<file path="config.mk">
export PLATFORM = sky130hd
export DESIGN_NAME = inst_cache_ctrl
export DESIGN_NICKNAME = d
export VERILOG_FILES = /design/src/rtl/inst_cache_ctrl.sv
export SDC_FILE = /design/constraint.sdc
export NUM_CORES = 2
export LEC_CHECK = 0
export CAP_MARGIN = 25
export CORE_MARGIN = 3
export CORE_UTILIZATION = 54
export CTS_BUF_LIST = sky130_fd_sc_hd__clkbuf_2
export DETAILED_ROUTE_END_ITERATION = 8
export GPL_TIMING_DRIVEN = 0
export HOLD_SLACK_MARGIN = 0.08
export PLACE_DENSITY = 0.72
export SYNTH_ARGS = -nofsm -noshare
export SYNTH_HDL_FRONTEND = slang
export SYNTH_SLANG_ARGS = --single-unit
</file>
<file path="constraint.sdc">
create_clock -name clk -period 6.7 [get_ports clk]
set_input_delay 1.34 -clock clk [delete_from_list [all_inputs] [get_ports clk]]
set_output_delay 1.34 -clock clk [all_outputs]
set_load 0.01 [all_outputs]
</file>
<file path="src/rtl/inst_cache_ctrl.sv">
// inst_cache_ctrl: direct-mapped instruction cache controller (tag/valid array, data RAM sequencing, line refill)
// Ports: clk/reset (sync, active-high); CPU fetch side inst_req/inst_addr -> inst_addr_ok/inst_data_ok/inst_rdata;
// data RAM side data_en/data_wen/data_index/data_offset/data_wdata <- data_rdata (1-cycle read latency);
// AXI read bridge side rd_req/rd_addr <- rd_addr_ok, ret_valid/ret_last/ret_data.
// Optional macro INST_CACHE_FLUSH_EN adds inst_flush: clears all valid bits when sampled in IDLE.
module inst_cache_ctrl #(
  parameter int INDEX_WIDTH  = 7,
  parameter int OFFSET_WIDTH = 5,
  parameter int TAG_WIDTH    = 32 - INDEX_WIDTH - OFFSET_WIDTH
) (
  input  logic                    clk,
  input  logic                    reset,
`ifdef INST_CACHE_FLUSH_EN
  input  logic                    inst_flush,
`endif
  input  logic                    inst_req,
  input  logic [31:0]             inst_addr,
  output logic                    inst_addr_ok,
  output logic                    inst_data_ok,
  output logic [31:0]             inst_rdata,
  output logic                    data_en,
  output logic [31:0]             data_wen,
  output logic [INDEX_WIDTH-1:0]  data_index,
  output logic [OFFSET_WIDTH-1:0] data_offset,
  output logic [255:0]            data_wdata,
  input  logic [31:0]             data_rdata,
  output logic                    rd_req,
  output logic [31:0]             rd_addr,
  input  logic                    rd_addr_ok,
  input  logic                    ret_valid,
  input  logic                    ret_last,
  input  logic [31:0]             ret_data
);
  typedef enum logic [2:0] {IDLE, LOOKUP, MISS, REFILL, WRITE} state_t;
  localparam int LINES = 2 ** INDEX_WIDTH;
  state_t r_state, w_next;
  logic [31:0] r_addr;
  logic [TAG_WIDTH-1:0] r_tag;
  logic [TAG_WIDTH-1:0] r_tags [LINES];
  logic [LINES-1:0] r_valid;
  logic r_vq;
  logic [2:0] r_cnt;
  // packed with word 0 leftmost so the whole buffer is the refill line, word 0 in the MSBs
  logic [0:7][31:0] r_line;
  logic w_hit, w_flush, w_last, w_write, w_addr_ok, w_accept, w_unused;
  logic [INDEX_WIDTH-1:0] w_idx_in, w_idx_q;

  assign w_idx_in  = inst_addr[OFFSET_WIDTH +: INDEX_WIDTH];
  assign w_idx_q   = r_addr[OFFSET_WIDTH +: INDEX_WIDTH];
  assign w_hit     = r_state == LOOKUP && r_vq && r_tag == r_addr[31 -: TAG_WIDTH];
`ifdef INST_CACHE_FLUSH_EN
  assign w_flush   = r_state == IDLE && inst_flush;
`else
  assign w_flush   = 1'b0;
`endif
  assign w_last    = r_state == REFILL && ret_valid && &r_cnt;
  assign w_write   = r_state == WRITE;
  // a hit in LOOKUP frees the pipeline exactly like IDLE, so a new request can be taken the same cycle
  assign w_addr_ok = !reset && !w_flush && (r_state == IDLE || w_hit);
  assign w_accept  = inst_req && w_addr_ok;
  assign w_unused  = ret_last;

  always_ff @(posedge clk)
    r_state <= reset ? IDLE : w_next;

  always_comb begin
    w_next = (r_state == IDLE || w_hit) ? (w_accept ? LOOKUP : IDLE) :
             r_state == LOOKUP ? MISS :
             r_state == MISS   ? (rd_addr_ok ? REFILL : MISS) :
             r_state == REFILL ? (w_last ? WRITE : REFILL) : IDLE;
  end

  always_comb begin
    inst_addr_ok = w_addr_ok;
    inst_data_ok = !reset && (w_hit || w_write);
    inst_rdata   = reset ? '0 : w_hit ? data_rdata : w_write ? r_line[r_addr[4:2]] : '0;
    data_en      = !reset && (w_accept || w_write);
    data_wen     = (!reset && w_write) ? '1 : '0;
    data_index   = w_write ? w_idx_q : w_idx_in;
    data_offset  = w_write ? r_addr[OFFSET_WIDTH-1:0] : inst_addr[OFFSET_WIDTH-1:0];
    rd_req       = !reset && r_state == MISS;
    rd_addr      = rd_req ? {r_addr[31:OFFSET_WIDTH], {OFFSET_WIDTH{1'b0}}} : '0;
  end

  assign data_wdata = r_line;

  always_ff @(posedge clk) begin
    if (reset) begin
      r_valid <= '0;
      r_cnt   <= '0;
    end else begin
      if (w_flush) r_valid <= '0;
      if (w_accept) begin
        r_addr <= inst_addr;
        r_tag  <= r_tags[w_idx_in];
        r_vq   <= r_valid[w_idx_in];
      end
      if (r_state == MISS && rd_addr_ok) r_cnt <= '0;
      if (r_state == REFILL && ret_valid) begin
        r_line[r_cnt] <= ret_data;
        r_cnt         <= r_cnt + 3'd1;
      end
      if (w_write) begin
        r_tags[w_idx_q]  <= r_addr[31 -: TAG_WIDTH];
        r_valid[w_idx_q] <= 1'b1;
      end
    end
  end
endmodule

</file>
==> results.toml <==
[cts]
cts_tree = "done"
clk_latency_ps = 1940
cts-buffers-inserted = 727
cts_buffer_depth = 4
cts_sinks = 3003
root_buffer = "clkbuf_2"
htreeDepth = 6
path_clk_slew_ps = 100

[timing]
fmax_mhz = 155
worst_slack_ps = 244
finalCritPeriodShare = 0.964
tightestPinTransition_ps = 1220
maxSlewViolCount = 0
relSlewSlack = 0.187
finalClockSkew_ps = 217
hold_viol_final = 0
holdWs_ps = 329
rsz0062_at_grt = "false"
finalCriticalPeriod_ps = 6460
setup_viol_count_final = 0

[routing]
ant_nets = 0
routed_wl_mm = 321
drt_iter0_markers = 8807
remaining_drc_errors = 0
drt_pass1_iterations = 8
wl_per_cell_um = 32.6
post_drt_via_cell_ratio = 6.31
vias = 62107

[worst_hold_path]
hold_start = "inst_addr[5]"
hold_end = "r_addr[5]"
hold_depth = 1
hold_class = "input port to register"

[critical_path]
r2r-start = "r_state[2]"
r2r-end = "r_tags[100][7]"
crit_fanout = 31
cp-end-kind = "output pin"
startpoint_type = "register"
r2r_cells = 8
path_buf_inv = 7
required_ps = 5360
cp_top_family = "buffers and inverters"
crit_slowest_cell = "clkdlybuf4s50_1"
crit_arrival_ps = 5120
ff2ff_setup_slack_ps = 2190
crit_chain = "buf_4 -> buf_16 -> buf_16 -> xor2_1 -> nor4_1 -> nand4_1 -> nor4_4 -> buf_12 -> clkbuf_8 -> buf_6 -> a21oi_1 -> nor2_1 -> clkdlybuf4s50_1"
critPathKind = "register to output pin"
path_common_cell = "buf_16"
slowest_delay_ps = 570

[die]
dieWidth_um = 468
pin_count = 470
die_h_um = 468
core_um2 = 211000
rows = 168
start_util = 0.546
die-area_um2 = 219000

[placed_design]
dp_hpwl_mm = 226
port-buffer-count = 462
place_congestion = 0.950
place_ws_ps = 147

[pwr]
power_density_nw_per_um2 = 250
vdd_drop_max_mv = 0.195
static-leakage-power_nw = 44.6

[job]
cap_violations = 0

[synthesis]
yosysUniqueCellTypes = 37
synthCells = 4964
synth-seq-cells = 3003
synth_area_per_cell_um2 = 23.2
ys.warnings.count = 0
syn_area_um2 = 115000
ys_seq_area_frac = 0.770

[global_routing]
grt_usage = 0.295
grt_pass1_vias = 62808
grt_max_degree = 41
antenna_found_initial = 28
overflow = 0
grt_first_pass_wirelength_mm = 454

[finish]
fillCellCount = 13844
ff_latch_area_um2 = 88800
multi_input_area_um2 = 25000
drive_above_1_share = 0.376
area_delta_synth_final_pct = 18.6
final_core_util = 0.648
final_nets = 6622

[run_status]
status = "finished, final reports clean"
[repair_timing]
action,in CTS,in global routing
hold endpoints to repair,282,0
hold buffers,63,0
pin swaps,2,2
resized for setup,31,23
setup endpoints to repair,35,24
buffers inserted,17,0
[synth_stat cells (all sizes together)]
| master | instances | area share |
|---|---|---|
| conb | 1 | 0.000033 |
| mux4 | 946 | 0.18 |
| mux2 | 33 | 0.0032 |
| a22oi | 2 | 0.00013 |
| nor3 | 4 | 0.00017 |
| nor3b | 1 | 0.000065 |
| dfxtp | 134 | 0.023 |
| mux2i | 32 | 0.0028 |
| nor2 | 208 | 0.0068 |
| nand3 | 6 | 0.00026 |
| nand2b | 1 | 0.000054 |
| nand2 | 21 | 0.00068 |
| nand3b | 4 | 0.00026 |
| and3 | 1 | 0.000054 |
| edfxtp | 2869 | 0.75 |
| o22ai | 128 | 0.0069 |
| o211ai | 1 | 0.000065 |
| xnor2 | 2 | 0.00015 |
| clkbuf | 194 | 0.0063 |
| o21ai | 3 | 0.00013 |
| nor2b | 4 | 0.00022 |
| a311o | 1 | 0.000087 |
| nor4b | 1 | 0.000076 |
| or3b | 3 | 0.00023 |
| or3 | 1 | 0.000054 |
| nand4 | 1 | 0.000054 |
| xor2 | 18 | 0.0014 |
| a21oi | 36 | 0.0016 |
| nor4 | 8 | 0.00043 |
| buf | 139 | 0.0066 |
| o21ba | 1 | 0.000087 |
| inv | 128 | 0.0042 |
| ha | 2 | 0.00022 |
| and2 | 30 | 0.0016 |
[state kept, by name (all words and copies together), names as in the netlist]
| register | count |
|---|---|
| r_valid | 128 |
| r_cnt | 3 |
| r_addr | 32 |
| r_tag | 20 |
| r_vq | 1 |
| r_tags | 2560 |
| r_state | 3 |
| data_wdata | 256 |
[per-stage QoR]
stage / std cells / setup TNS [ps] / area, um^2 / total power, W
finish: 9847 / 0 / 137000 / 0.0341
global route: 9827 / 0 / 137000 / 0.0354
CTS: 9812 / -463 / 137000 / 0.0343
detailed placement: 8509 / 0 / 130000 / 0.0230
global placement: 8235 / -462880 / 123000 / 0.0229
floorplan: 4968 / 0 / 115000 / 0.0220
[layout by cell type (no fill, tap or decap), types with 5 or more instances in the layout]
master	count
nand3_1	6
dlygate4sd3_1	63
buf_12	15
dlymetal6s2s_1	14
dlygate4sd2_1	7
buf_2	76
clkdlybuf4s15_2	5
nor2_2	128
buf_4	62
bufinv_16	7
nor2_4	10
dfxtp_1	133
o22ai_1	128
edfxtp_1	2869
nor2_1	70
clkinv_2	14
conb_1	5
clkdlybuf4s50_1	441
clkbuf_1	181
clkinv_1	140
diode_2	30
mux2i_1	32
buf_6	9
buf_8	119
buf_16	129
mux4_2	946
and2_1	29
clkbuf_2	1049
mux2_2	33
xor2_1	18
nand2_1	21
buf_1	21
inv_1	128
inv_2	18
a21oi_1	35
[final cells by class]
class | count | area share
Multi-Input combinational cell | 1504 | 0.183
Clock buffer | 1040 | 0.0381
Clock inverter | 183 | 0.00661
Antenna cell | 30 | 0.000549
Buffer | 332 | 0.0114
Timing Repair Buffer | 822 | 0.0819
Inverter | 128 | 0.00351
Sequential cell | 3003 | 0.650
Tap cell | 2805 | 0.0257
[worst max path at each step]
stage               start               to  slack, ps  depth (start not counted)
5_1_grt        r_addr[12]    inst_rdata[7]         20                         13
4_1_cts        r_addr[14]   inst_rdata[28]       -130                         12
3_3_place_gp        reset  data_wdata[230]      -3280                          4
3_5_place_dp   r_addr[29]   inst_rdata[28]        150                         11
2_1_floorplan       reset  data_wdata[192]       1190                          4
6_report       r_addr[12]   inst_rdata[12]        240                         13
[metal layers]
layer	up-vias	global-route usage	share of wire
li1	24586	-	-
met1	32177	0.399	0.36
met2	4542	0.454	0.48
met3	800	0.0886	0.12
met4	2	0.121	0.045
met5	-	0	0.000041
[kinds of logic after synthesis]
| family | count (synthesis) | synth area share |
|---|---|---|
| other | 1 | 0.0000325 |
| multiplexers | 1011 | 0.191 |
| flip-flops | 3003 | 0.770 |
| buffers and inverters | 461 | 0.0171 |
| XOR/XNOR | 20 | 0.00152 |
| AO/OA/AOI/OAI | 172 | 0.00901 |
| adder cells (fa/ha/maj) | 2 | 0.000217 |
| AND/OR/NAND/NOR | 294 | 0.0110 |
[power breakdown]
group / switching (W) / total (W) / internal (W)
combinational: 0.00125 / 0.00216 / 0.000917
sequential: 0.0000294 / 0.0205 / 0.0205
clock: 0.00707 / 0.0115 / 0.00438
total: 0.00835 / 0.0341 / 0.0258
(Power assumes the default switching activity.)
